## config.mk

```make
export PLATFORM = sky130hd
export DESIGN_NAME = softmax_row_ctrl_flat
export DESIGN_NICKNAME = d
export VERILOG_FILES = /design/src/rtl/softmax_row_ctrl_if.sv /design/src/rtl/softmax_row_ctrl.sv /design/src/flat_wrapper.sv
export SDC_FILE = /design/constraint.sdc
export NUM_CORES = 1
export LEC_CHECK = 0
export CAP_MARGIN = 20
export CORE_ASPECT_RATIO = 0.6
export CORE_MARGIN = 2
export CORE_UTILIZATION = 40
export CTS_CLUSTER_SIZE = 24
export DETAILED_ROUTE_END_ITERATION = 10
export SYNTH_ARGS = -nofsm -noshare
export SYNTH_HDL_FRONTEND = slang
export SYNTH_SLANG_ARGS = --single-unit
```

## constraint.sdc

```tcl
create_clock -name clk -period 8.6 [get_ports clk]
set_clock_uncertainty 0.1 [all_clocks]
set_input_delay 1.29 -clock clk [delete_from_list [all_inputs] [get_ports clk]]
set_output_delay 1.29 -clock clk [all_outputs]
set_load 0.02 [all_outputs]
```

## src/rtl/softmax_row_ctrl_if.sv

```systemverilog
// Stream, exp-unit and credit signals of softmax_row_ctrl.
// The controller uses the slave modport; the surrounding environment uses the master modport.
interface softmax_row_ctrl_if #(
  parameter int SUM_W = 12
);
  logic             in_valid;
  logic             in_ready;
  logic [7:0]       in_data;
  logic [7:0]       ex_operand;
  logic [7:0]       ex_result;
  logic             out_valid;
  logic [7:0]       out_data;
  logic             out_last;
  logic             credit_return;
  logic [SUM_W-1:0] row_sum;
  logic             row_sum_valid;

  modport slave (
    input  in_valid, in_data, ex_result, credit_return,
    output in_ready, ex_operand, out_valid, out_data, out_last, row_sum, row_sum_valid
  );

  modport master (
    output in_valid, in_data, ex_result, credit_return,
    input  in_ready, ex_operand, out_valid, out_data, out_last, row_sum, row_sum_valid
  );
endinterface

```

## src/rtl/softmax_row_ctrl.sv

```systemverilog
// Softmax row controller: buffers a row, runs (score - max) through the shared exp unit, streams numerators on credits.
// Optional SOFTMAX_CREDIT_CHECK_EN adds a sticky credit_err output for credit returns arriving at full count.
module softmax_row_ctrl #(
  parameter int ROW_LEN = 8,
  parameter int CREDITS = 4,
  parameter int SUM_W   = 12
) (
  input  logic clk,
  input  logic rst,
`ifdef SOFTMAX_CREDIT_CHECK_EN
  output logic credit_err,
`endif
  softmax_row_ctrl_if.slave bus
);

  localparam int IDX_W = (ROW_LEN > 1) ? $clog2(ROW_LEN) : 1;
  localparam int CRD_W = $clog2(CREDITS + 1);
  localparam logic [IDX_W-1:0] LAST_IDX = IDX_W'(ROW_LEN - 1);
  localparam logic [CRD_W-1:0] CRD_MAX  = CRD_W'(CREDITS);

  typedef enum logic [1:0] {
    ST_LOAD  = 2'd0,
    ST_EXP   = 2'd1,
    ST_DRAIN = 2'd2
  } state_t;

  // Score never exceeds the max, so the difference lies in [-255,0]; clamp instead of wrapping.
  function automatic logic [7:0] sat8(input logic [7:0] a, input logic [7:0] m);
    logic signed [8:0] diff;
    diff = $signed({a[7], a}) - $signed({m[7], m});
    if (diff < -9'sd128) begin
      sat8 = 8'h80;
    end else begin
      sat8 = diff[7:0];
    end
  endfunction

  state_t           state_q, state_d;
  logic [IDX_W-1:0] idx_q, idx_d;
  logic [7:0]       max_q, max_d;
  logic [SUM_W-1:0] sum_q, sum_d;
  logic [CRD_W-1:0] crd_q, crd_d;
  logic [7:0]       buf_q [ROW_LEN];
  logic [7:0]       buf_d [ROW_LEN];
  logic             out_valid_q, out_valid_d;
  logic [7:0]       out_data_q, out_data_d;
  logic             out_last_q, out_last_d;
  logic [SUM_W-1:0] row_sum_q, row_sum_d;
  logic             row_sum_valid_q, row_sum_valid_d;
  logic             emit_s;
  logic             in_ready_s;
  logic [7:0]       ex_operand_s;

  always_comb begin
    state_d         = state_q;
    idx_d           = idx_q;
    max_d           = max_q;
    sum_d           = sum_q;
    buf_d           = buf_q;
    out_valid_d     = 1'b0;
    out_data_d      = out_data_q;
    out_last_d      = 1'b0;
    row_sum_d       = row_sum_q;
    row_sum_valid_d = 1'b0;
    emit_s          = 1'b0;
    in_ready_s      = 1'b0;
    ex_operand_s    = 8'h00;
    case (state_q)
      ST_LOAD: begin
        in_ready_s = 1'b1;
        if (bus.in_valid) begin
          buf_d[idx_q] = bus.in_data;
          if ($signed(bus.in_data) > $signed(max_q)) begin
            max_d = bus.in_data;
          end else begin
            max_d = max_q;
          end
          if (idx_q == LAST_IDX) begin
            idx_d   = '0;
            state_d = ST_EXP;
          end else begin
            idx_d = idx_q + IDX_W'(1);
          end
        end else begin
          idx_d = idx_q;
        end
      end
      ST_EXP: begin
        ex_operand_s = sat8(buf_q[idx_q], max_q);
        buf_d[idx_q] = bus.ex_result;
        sum_d        = sum_q + {{(SUM_W-8){1'b0}}, bus.ex_result};
        if (idx_q == LAST_IDX) begin
          idx_d   = '0;
          state_d = ST_DRAIN;
        end else begin
          idx_d = idx_q + IDX_W'(1);
        end
      end
      ST_DRAIN: begin
        if (crd_q != '0) begin
          emit_s      = 1'b1;
          out_valid_d = 1'b1;
          out_data_d  = buf_q[idx_q];
          if (idx_q == LAST_IDX) begin
            out_last_d      = 1'b1;
            row_sum_valid_d = 1'b1;
            row_sum_d       = sum_q;
            sum_d           = '0;
            max_d           = 8'h80;
            idx_d           = '0;
            state_d         = ST_LOAD;
          end else begin
            idx_d = idx_q + IDX_W'(1);
          end
        end else begin
          idx_d = idx_q;
        end
      end
      default: begin
        state_d = ST_LOAD;
        idx_d   = '0;
      end
    endcase
  end

  // A return and an emit in the same cycle cancel; returns beyond the maximum are dropped.
  always_comb begin
    crd_d = crd_q;
    case ({emit_s, bus.credit_return})
      2'b10: crd_d = crd_q - CRD_W'(1);
      2'b01: begin
        if (crd_q == CRD_MAX) begin
          crd_d = crd_q;
        end else begin
          crd_d = crd_q + CRD_W'(1);
        end
      end
      default: crd_d = crd_q;
    endcase
  end

  always_ff @(posedge clk or posedge rst) begin
    if (rst) begin
      state_q         <= ST_LOAD;
      idx_q           <= '0;
      max_q           <= 8'h80;
      sum_q           <= '0;
      crd_q           <= CRD_MAX;
      out_valid_q     <= 1'b0;
      out_data_q      <= 8'h00;
      out_last_q      <= 1'b0;
      row_sum_q       <= '0;
      row_sum_valid_q <= 1'b0;
      for (int i = 0; i < ROW_LEN; i++) begin
        buf_q[i] <= 8'h00;
      end
    end else begin
      state_q         <= state_d;
      idx_q           <= idx_d;
      max_q           <= max_d;
      sum_q           <= sum_d;
      crd_q           <= crd_d;
      out_valid_q     <= out_valid_d;
      out_data_q      <= out_data_d;
      out_last_q      <= out_last_d;
      row_sum_q       <= row_sum_d;
      row_sum_valid_q <= row_sum_valid_d;
      buf_q           <= buf_d;
    end
  end

`ifdef SOFTMAX_CREDIT_CHECK_EN
  logic err_q, err_d;

  always_comb begin
    if (bus.credit_return && !emit_s && (crd_q == CRD_MAX)) begin
      err_d = 1'b1;
    end else begin
      err_d = err_q;
    end
  end

  always_ff @(posedge clk or posedge rst) begin
    if (rst) begin
      err_q <= 1'b0;
    end else begin
      err_q <= err_d;
    end
  end

  assign credit_err = err_q;
`endif

  assign bus.in_ready      = in_ready_s;
  assign bus.ex_operand    = ex_operand_s;
  assign bus.out_valid     = out_valid_q;
  assign bus.out_data      = out_data_q;
  assign bus.out_last      = out_last_q;
  assign bus.row_sum       = row_sum_q;
  assign bus.row_sum_valid = row_sum_valid_q;

endmodule

```

## src/flat_wrapper.sv

```systemverilog
// flat-port wrapper written by rule: the top's interface ports become plain ports
module softmax_row_ctrl_flat 
#(
  parameter int ROW_LEN = 8,
  parameter int CREDITS = 4,
  parameter int SUM_W   = 12
)
  (clk, rst, bus_in_valid, bus_in_data, bus_ex_result, bus_credit_return, bus_in_ready, bus_ex_operand, bus_out_valid, bus_out_data, bus_out_last, bus_row_sum, bus_row_sum_valid);
  softmax_row_ctrl_if #(.SUM_W(SUM_W)) bus_i ();
  input  logic clk;
  input  logic rst;
  input wire logic [$bits(bus_i.in_valid)-1:0] bus_in_valid;
  input wire logic [$bits(bus_i.in_data)-1:0] bus_in_data;
  input wire logic [$bits(bus_i.ex_result)-1:0] bus_ex_result;
  input wire logic [$bits(bus_i.credit_return)-1:0] bus_credit_return;
  output wire logic [$bits(bus_i.in_ready)-1:0] bus_in_ready;
  output wire logic [$bits(bus_i.ex_operand)-1:0] bus_ex_operand;
  output wire logic [$bits(bus_i.out_valid)-1:0] bus_out_valid;
  output wire logic [$bits(bus_i.out_data)-1:0] bus_out_data;
  output wire logic [$bits(bus_i.out_last)-1:0] bus_out_last;
  output wire logic [$bits(bus_i.row_sum)-1:0] bus_row_sum;
  output wire logic [$bits(bus_i.row_sum_valid)-1:0] bus_row_sum_valid;
  assign bus_i.in_valid = bus_in_valid;
  assign bus_i.in_data = bus_in_data;
  assign bus_i.ex_result = bus_ex_result;
  assign bus_i.credit_return = bus_credit_return;
  assign bus_in_ready = bus_i.in_ready;
  assign bus_ex_operand = bus_i.ex_operand;
  assign bus_out_valid = bus_i.out_valid;
  assign bus_out_data = bus_i.out_data;
  assign bus_out_last = bus_i.out_last;
  assign bus_row_sum = bus_i.row_sum;
  assign bus_row_sum_valid = bus_i.row_sum_valid;
  softmax_row_ctrl #(.ROW_LEN(ROW_LEN), .CREDITS(CREDITS), .SUM_W(SUM_W)) u_core (.clk(clk), .rst(rst), .bus(bus_i));
endmodule
```

==> results.yml, run 1 <==
clock_network:
  cts_made_buffers: 17
  clock-sinks: 114
  postCtsHoldBufs: 0
  cts_tree: "built"
  cts.path.max_buffers: 2
  cts_root_buffer: "clkbuf_16"
  cts-resized-gates: 0
  path_clk_slew_ns: 0.05
  postCtsSetupBuffers: 0
  htreeDepth: 4
  insertion_delay_ns: 0.41
grt:
  grt_first_pass_wirelength_um: 27560
  grt_antenna_before_repair: 0
  grt_overflow: 0
  grt_max_degree: 77
  groute.usage.overall: 0.2235
  grt_pass1_vias: 4985
yosys:
  synth_enable_flop_cells: 0
  syn-cell-area_mm2: 0.006121
  synthCells: 646
  ys_seq_area_frac: 0.4665
  ys_seq_elements: 114
  avgSynthCellArea_um2: 9.475
  ys.flop_type: "dfrtp_1"
  yosysWarningCount: 0
  async_flop_share: 1.000
  synth.distinct_cells: 63
  syn-num-nets: 699
detailed_routing:
  top_layer: "met4"
  dr.first_iter.drc_count: 473
  routedWlPerCell_um: 18.88
  wl_met2_um: 6822
  ant_nets: 0
  wl_met3_um: 936
  firstDrtPassIters: 8
  wl_um: 16970
  via_per_inst: 5.624
  drc: 0
  drt-met1-wl_um: 9015
  vias: 5056
sta:
  drv_slew: 0
  finalSetupViolCount: 0
  period_needed_ns: 6.810
  rsz0062_at_grt: "no"
  period_share: 0.7918
  slew-limit-headroom: 0.2603
  max_freq_ghz: 0.1468
  max_slew.worst_pin.slew_ns: 1.110
  fin_hold_ws_ns: 0.3725
  finalHoldViolCount: 0
  setup_tns_ns: 0
power_and_ir_drop:
  swShare: 0.4360
  pwr-share-comb: 0.523
  peakVddDrop_mv: 0.2507
  power.switching_w: 0.001545
  leakage_nw: 3.218
  power.density_mw_per_mm2: 482.9
  clkPwrFrac: 0.188
  power_frac_seq: 0.288
  internal-power_w: 0.001999
floorplan:
  die_w_um: 163.7
  coreArea_mm2: 0.01472
  die-area_mm2: 0.01634
  io_pins: 52
  start_util: 0.4158
  rows: 34
  dieHeight_um: 99.82
worst_setup_path:
  cpMaxStageDelayCell: "dfrtp_1"
  path_class: "flop to output pin"
  cp_common_cell: "a211oi_1"
  startpoint_type: "flop"
  crit_required_ns: 7.21
  cp_top_family: "compound AO/OA/AOI/OAI gates"
  r2r_slack_ns: 5.29
  critical_path.max_fanout: 27
  cp_num_buf_inv: 3
  arrival_ns: 5.42
  worstPathCellList: "inv_1 -> a21oi_1 -> a211oi_1 -> a221oi_1 -> ha_1 -> inv_1 -> fa_1 -> a211oi_1 -> o21ai_1 -> a211o_1 -> o221ai_1 -> a211oi_1 -> clkdlybuf4s50_1"
  critPathMaxStageDelay_ns: 1.07
  crit_path_end_kind: "output pin"
placement:
  hpwlAfterDp_um: 12410
  port_buffers: 51
  gp_congestion: 0.8712
outcome:
  outcome: "complete, no violations"
layout:
  final_cell_mix: "nand2_1, dfrtp_1, nor2_1"
  diodes: 0
  drive_above_1_share: 0.08417
  num-nets-final: 742
  syn2layout_area_growth_pct: 19.91
  mostFrequentLayoutCell: "nand2_1"
hold_path:
  hp-class: "flop to flop"
job:
  cap_violations: 0
[layer usage]
layer,up-vias,global-route usage
met5,-,0
met2,161,0.3022
li1,2394,-
met4,0,0.06275
met1,2484,0.3547
met3,17,0.04835
[sequential cells by signal, summed over array words and instances (netlist names), 2 cells and up]
| signal | flops |
|---|---|
| u_core.max_q | 8 |
| u_core.idx_q | 3 |
| u_core.buf_q | 64 |
| u_core.sum_q | 12 |
| u_core.state_q | 2 |
| u_core.bus.out_data | 8 |
| u_core.crd_q | 3 |
| u_core.bus.row_sum | 12 |
[per-stage QoR]
step	power [W]	setup slack (ns)	std cells	area (um2)	util
floorplan	0.002268	3.812	646	6121	-
global placement	0.002781	2.526	866	6759	0.4592
detailed placement	0.002840	2.269	866	6759	0.4592
CTS	0.003525	1.834	897	7317	0.4971
global route	0.003816	1.418	899	7340	0.4986
finish	0.003544	1.790	899	7340	0.4986
[power groups by stage]
| stage | Clock (W) | Combinational [W] | Sequential, W |
|---|---|---|---|
| 6_report | 0.000668 | 0.00185 | 0.00102 |
| 3_5_place_dp | 0 | 0.00181 | 0.00103 |
| 4_1_cts | 0.000676 | 0.00183 | 0.00102 |
| 5_1_grt | 0.000705 | 0.00205 | 0.00106 |
| 2_1_floorplan | 0 | 0.00129 | 0.000979 |
| 3_3_place_gp | 0 | 0.00177 | 0.00101 |
[logic make-up (layout without fill, tap and decap cells)]
group | Yosys count | after routing | synth area share
xor+xnor | 10 | 10 | 0.01431
buf+inv | 58 | 113 | 0.04088
compound gates | 178 | 178 | 0.1860
flops | 114 | 114 | 0.4665
mux | 36 | 36 | 0.07175
simple gates | 217 | 217 | 0.1494
fa+ha+maj | 33 | 33 | 0.07114
[synth_stat cells (5+ instances only)]
master     count  area share
nor3_1         7      0.0057
o2111ai_1      8       0.011
or3_1          5      0.0051
a211oi_1       6      0.0074
nand2_1      115       0.071
o31ai_1        7      0.0086
mux2_2         7       0.013
clkbuf_1      21       0.013
o21ai_1       41       0.034
dfrtp_1      112        0.46
xnor2_1        6      0.0086
nand3_1       12      0.0098
o21ai_0       14       0.011
mux4_2         5       0.018
ha_1          30       0.061
mux2_1         6       0.011
a21oi_1       49       0.040
o221ai_1       9       0.013
nor2_1        58       0.036
buf_2          7      0.0057
mux2i_1       18       0.029
inv_1         20       0.012
o211ai_1       5      0.0061
nor2b_1        6      0.0061
[path summary, 6_finish.rpt]
check	startpoint	end	depth (start not counted)
setup / recovery	u_core.idx_q[1]$_DFFE_PP0P_	bus_ex_operand[6]	13
hold / removal	u_core.bus.row_sum[3]$_DFFE_PP0P_	u_core.bus.row_sum[3]$_DFFE_PP0P_	2
setup reg to reg	u_core.idx_q[1]$_DFFE_PP0P_	u_core.sum_q[11]$_DFFE_PP0P_	7
hold reg to reg	u_core.bus.row_sum[3]$_DFFE_PP0P_	u_core.bus.row_sum[3]$_DFFE_PP0P_	2
max in group asynchronous	rst	u_core.buf_q[20]$_DFFE_PP0P_	3
min in group asynchronous	rst	u_core.max_q[3]$_DFFE_PP0P_	2
[layout make-up]
class / instances / area [um2]
clock buffer: 22 / 474.2
clock inverter: 9 / 83.83
fill: 1373 / 7380
inverter: 24 / 92.59
multi-input combinational: 474 / 3015
sequential: 114 / 2855
tap: 198 / 247.7
timing repair buffer: 58 / 570.5
[worst min-delay path, delay by kind of cell, from the launching register on]
kind / cells / cell delay, ns
simple gates: 2 / 0.11
flops: 1 / 0.33
Power figures use the tool's default switching activity.
==> inputs of run 2 (changes only) <==
clock period = 6.15 ns   (was 8.6 ns; I/O delays follow)
==> run 2 against run 1 <==
Against the previous run:
- sequential power grew 39%
- power is 44% higher
- via count up 0.34%
- critical endpoint unchanged
==> results.yml, run 2 (synthesis gave the netlist of run 1 again) <==
outcome:
  outcome: "complete, no violations"
clock_network:
  cts_made_buffers: 17
  cts_tree: "built"
  cts.path.max_buffers: 2
  path_clk_slew_ns: 0.06
  insertion_delay_ns: 0.42
  postCtsSetupBuffers: 0
  cts-resized-gates: 0
  htreeDepth: 4
  postCtsHoldBufs: 0
  clock-sinks: 114
  cts_root_buffer: "clkbuf_16"
worst_setup_path:
  critical_path.max_fanout: 15
  cpMaxStageDelayCell: "dfrtp_1"
  cp_common_cell: "a211oi_1"
  crit_required_ns: 5.13
  r2r_cells: 9
  path_class: "flop to output pin"
  crit_path_end_kind: "output pin"
  critPathMaxStageDelay_ns: 0.65
  worstPathCellList: "buf_4 -> mux2i_1 -> a2bb2oi_1 -> nor2_1 -> a221o_1 -> fa_1 -> a211oi_1 -> o21ai_1 -> a211o_1 -> o221ai_1 -> a211oi_1 -> clkdlybuf4s50_1"
  r2r_start: "u_core.state_q[0]$_DFFE_PP0P_"
  arrival_ns: 4.87
  r2r-end: "u_core.sum_q[8]$_DFFE_PP0P_"
  startpoint_type: "flop"
  r2r_slack_ns: 2.88
hold_path:
  hold_path_end: "u_core.bus.row_sum[5]$_DFFE_PP0P_"
  min-delay-start: "u_core.bus.row_sum[5]$_DFFE_PP0P_"
  holdPathStages: 2
  hp-class: "flop to flop"
placement:
  port_buffers: 51
  place_area_mm2: 0.006778
  hpwlAfterDp_um: 12710
  gp_congestion: 0.9301
detailed_routing:
  dr.first_iter.drc_count: 477
  top_layer: "met4"
  via_per_inst: 5.618
  routedWlPerCell_um: 19.30
  wl_met2_um: 6876
  vias: 5073
  wl_um: 17430
  drc: 0
  firstDrtPassIters: 6
  ant_nets: 0
  drt-met1-wl_um: 9192
  wl_met3_um: 1235
sta:
  drv_slew: 0
  finalSetupViolCount: 0
  period_needed_ns: 5.889
  period_share: 0.9576
  max_slew.worst_pin.slew_ns: 1.037
  max_freq_ghz: 0.1698
  rsz0062_at_grt: "no"
  slew-limit-headroom: 0.2890
  setup_tns_ns: 0
  finalHoldViolCount: 0
  fin_hold_ws_ns: 0.3730
grt:
  grt_overflow: 0
  groute.usage.overall: 0.2243
  grt_pass1_vias: 4786
  grt_max_degree: 81
  grt_antenna_before_repair: 0
  grt_first_pass_wirelength_um: 27590
layout:
  diodes: 0
  drive_above_1_share: 0.09362
  fin_area_mm2: 0.007440
  final_cell_mix: "nand2_1, dfrtp_1, nor2_1"
  num-nets-final: 745
  regMostFlops: "u_core.buf_q"
  mostFrequentLayoutCell: "nand2_1"
  syn2layout_area_growth_pct: 21.55
  largest_reg_flops: 64
floorplan:
  coreArea_mm2: 0.01472
  die_w_um: 163.7
  io_pins: 52
  start_util: 0.4158
  die-area_mm2: 0.01634
  dieHeight_um: 99.82
  rows: 34
power_and_ir_drop:
  power.density_mw_per_mm2: 684.1
  leakage_nw: 3.270
  peakVddDrop_mv: 0.3824
job:
  cap_violations: 0
==> run 2: per-layer routing <==
metal,vias up,track usage
met5,-,0
met4,0,0.05938
met2,188,0.2844
met1,2477,0.3705
li1,2397,-
met3,11,0.05289
==> run 2: worst max-delay path: cells and delay by family, from the launching register on <==
family | cells | cell delay [ns]
AOI/OAI and AO/OA | 7 | 2.06
adders and majority gates | 1 | 0.51
muxes | 1 | 0.21
and+or+nand+nor | 1 | 0.08
DFF | 1 | 0.65
buffers and inverters | 2 | 0.93
==> run 2: worst max-delay path by stage <==
stage | endpoint | from | cells after the start
floorplan | bus_ex_operand[6] | u_core.idx_q[1]$_DFFE_PP0P_ | 10
global placement | bus_ex_operand[5] | u_core.idx_q[0]$_DFFE_PP0P_ | 12
detailed placement | bus_ex_operand[5] | u_core.idx_q[1]$_DFFE_PP0P_ | 13
CTS | bus_ex_operand[5] | u_core.idx_q[1]$_DFFE_PP0P_ | 13
global route | bus_ex_operand[6] | u_core.idx_q[0]$_DFFE_PP0P_ | 13
finish | bus_ex_operand[6] | u_core.idx_q[0]$_DFFE_PP0P_ | 12
==> run 2: area by class of cell <==
type,count,area [um2]
repair buffers,61,616.8
clock inverters,15,185.2
flip-flops and latches,114,2856
well taps,198,247.7
clock buffers,17,425.4
inverters,24,92.59
fillers,1362,7279
multi-input cells,474,3015
==> run 2: per-stage QoR <==
stage	std cells	total power, W	setup WS (ns)	util
after floorplan	646	0.003172	1.730	-
after global placement	867	0.003916	0.8883	0.4597
after detailed placement	868	0.004000	0.7139	0.4605
after CTS	900	0.005043	0.2482	0.5020
after global routing	903	0.005432	0.01778	0.5054
final	903	0.005089	0.2609	0.5054
==> run 2: report_power, final <==
part	internal, W	switching, W	total [W]
clock network	0.000640	0.000384	0.00102
logic	0.00110	0.00155	0.00265
registers	0.00113	0.000294	0.00142
==> inputs of run 3 (changes only) <==
ABC_AREA = 1   (was default)
PLACE_DENSITY = 0.65   (was default)
clock period = 4.8 ns   (was 6.15 ns; I/O delays follow)
==> run 3 against run 2 <==
Against the previous run:
- via count rose by 1.8%
- sequential share of layout area shrank 0.32 points
- die area about the same
- final cell count increased by 11%
- critical path depth up 4
- power increased by 25%
- utilization up 0.41 points
- largest power group unchanged
==> results.yml, run 3 <==
outcome:
  outcome: "complete, no violations"
sta:
  slew-limit-headroom: 0.2925
  rsz0062_at_grt: "no"
  finalHoldViolCount: 0
  setup_tns_ns: 0
  max_slew.worst_pin.slew_ns: 1.054
  fin_hold_ws_ns: 0.3694
  max_freq_ghz: 0.2204
  finalSetupViolCount: 0
  drv_slew: 0
  period_needed_ns: 4.537
  period_share: 0.9453
layout:
  drive_above_1_share: 0.1040
  diodes: 0
  syn2layout_area_growth_pct: 22.63
  final_cell_mix: "nand2_1, inv_1, dfrtp_1"
  num-nets-final: 848
  largest_reg_flops: 64
  mostFrequentLayoutCell: "nand2_1"
  regMostFlops: "u_core.buf_q"
  fin_cells: 1006
placement:
  dp.cells: 974
  hpwlAfterDp_um: 12400
  port_buffers: 51
  gp_congestion: 0.8983
clock_network:
  path_clk_slew_ns: 0.05
  cts_root_buffer: "clkbuf_16"
  postCtsSetupBuffers: 0
  cts_made_buffers: 17
  postCtsHoldBufs: 0
  htreeDepth: 4
  insertion_delay_ns: 0.41
  cts_tree: "built"
  cts.path.max_buffers: 2
  clock-sinks: 114
yosys:
  synth_enable_flop_cells: 0
  yosysWarningCount: 0
  synth.distinct_cells: 41
  synthCells: 736
  synth.most_common_cell: "nand2_1"
  ys.flop_type: "dfrtp_1"
  ys_top_cells_by_area: "dfrtp_1, nand2_1, inv_1"
  syn-num-nets: 789
  syn-cell-area_mm2: 0.006116
  synth_top_area_frac: 0.4583
  async_flop_share: 1.000
  avgSynthCellArea_um2: 8.310
  yosysTopAreaCell: "dfrtp_1"
  ys_seq_area_frac: 0.4669
  netlist_top_cells_count: "nand2_1, inv_1, dfrtp_1, o21ai_0, nor2_1"
  ys_seq_elements: 114
power_and_ir_drop:
  peakVddDrop_mv: 0.7459
  power.density_mw_per_mm2: 848.3
  leakage_nw: 3.679
detailed_routing:
  via_per_inst: 5.134
  wl_met3_um: 1322
  wl_met2_um: 6416
  drt-met1-wl_um: 8941
  vias: 5165
  firstDrtPassIters: 5
  top_layer: "met4"
  routedWlPerCell_um: 16.77
  dr.first_iter.drc_count: 579
  wl_um: 16870
  ant_nets: 0
  drc: 0
hold_path:
  hold_path_end: "u_core.max_q[7]$_DFFE_PP1P_"
  holdPathStages: 2
  min-delay-start: "u_core.max_q[7]$_DFFE_PP1P_"
  hp-class: "flop to flop"
grt:
  grt_max_degree: 78
  grt_antenna_before_repair: 0
  grt_pass1_vias: 4930
  grt_first_pass_wirelength_um: 27470
  groute.usage.overall: 0.2231
  grt_overflow: 0
worst_setup_path:
  worstPathCellList: "nand2_2 -> buf_4 -> a21oi_1 -> o21ai_0 -> o21ai_0 -> nor2_1 -> nand2_1 -> ha_1 -> inv_1 -> o21ai_0 -> nand2_1 -> nand3_1 -> nand2_1 -> a22oi_1 -> a21oi_1 -> clkdlybuf4s50_1"
  r2r-end: "u_core.bus.row_sum[2]$_DFFE_PP0P_"
  critical_path.max_fanout: 7
  crit_required_ns: 3.98
  r2r_cells: 9
  path_class: "flop to output pin"
  arrival_ns: 3.72
  startpoint_type: "flop"
  crit_path_end_kind: "output pin"
  critPathMaxStageDelay_ns: 0.54
  cp_num_buf_inv: 3
  r2r_slack_ns: 1.98
  cpMaxStageDelayCell: "clkdlybuf4s50_1"
  cp_top_family: "compound AO/OA/AOI/OAI gates"
  r2r_start: "u_core.state_q[0]$_DFFE_PP0P_"
floorplan:
  coreArea_mm2: 0.01472
  die-area_mm2: 0.01633
  die_w_um: 163.6
  start_util: 0.4155
  io_pins: 52
  dieHeight_um: 99.78
  rows: 34
job:
  cap_violations: 0
==> run 3: worst max-delay path by stage <==
stage                     slack [ns]                         from                           to  cells past startpoint
after floorplan                 0.97                          rst  u_core.buf_q[0]$_DFFE_PP0P_                      1
after global placement          0.60  u_core.idx_q[1]$_DFFE_PP0P_            bus_ex_operand[0]                     17
after detailed placement        0.54  u_core.idx_q[1]$_DFFE_PP0P_            bus_ex_operand[4]                     17
after CTS                      0.004  u_core.idx_q[1]$_DFFE_PP0P_            bus_ex_operand[6]                     17
after global routing            0.02  u_core.idx_q[0]$_DFFE_PP0P_            bus_ex_operand[7]                     13
final                           0.26  u_core.idx_q[1]$_DFFE_PP0P_            bus_ex_operand[7]                     16
==> run 3: repair_timing <==
| action | in CTS | in global routing |
|---|---|---|
| gates cloned | 0 | 0 |
| endpoints found under the hold margin | 0 | 0 |
| resized for setup | 1 | 10 |
| setup endpoints to repair | 1 | 8 |
==> run 3: cell type report <==
type	instances	area [um2]
sequential	114	2855
clock buffer	19	452.9
clock inverter	13	160.2
multi-input combinational	487	2756
inverter	118	445.4
tap	198	247.7
timing repair buffer	57	581.8
fill	1416	7219
==> run 3: per-stage QoR <==
step,total power (W),utilization,instance area (um2),setup WS (ns)
after CTS,0.006350,0.5074,7468,0.004239
after global placement,0.004966,0.4658,6857,0.5962
after floorplan,0.003911,-,6116,0.9676
after global routing,0.006894,0.5095,7500,0.01742
after detailed placement,0.005007,0.4658,6857,0.5359
final,0.006362,0.5095,7500,0.2626
==> run 3: cell families (layout without fill, tap and decap cells) <==
| kind of cell | Yosys count | after routing | share of synthesized area |
|---|---|---|---|
| and+or+nand+nor | 268 | 268 | 0.1843 |
| AOI/OAI and AO/OA | 161 | 161 | 0.1489 |
| buffers and inverters | 135 | 207 | 0.08511 |
| DFF | 114 | 114 | 0.4669 |
| adders and majority gates | 33 | 33 | 0.07120 |
| muxes | 19 | 19 | 0.03498 |
| xor gates and xnor gates | 6 | 6 | 0.008594 |
==> run 3: metal layers <==
layer,global-route usage,vias to the layer above
met3,0.05744,15
li1,-,2533
met1,0.3659,2427
met5,0,-
met4,0.05870,0
met2,0.2818,190
==> run 3: worst reg2reg max path: stages (launching register included) <==
cell,delay (ns)
dfrtp_1,0.41
inv_1,0.09
ha_1,0.47
inv_1,0.24
nor2_4,0.41
inv_2,0.19
nor2_2,0.23
inv_1,0.31
nand2_1,0.15
o21ai_0,0.08
==> run 3: power by group <==
part	switching, W	internal (W)
combinational	0.00217	0.00121
sequential	0.000234	0.00144
clock	0.000466	0.000841
total	0.00287	0.00349
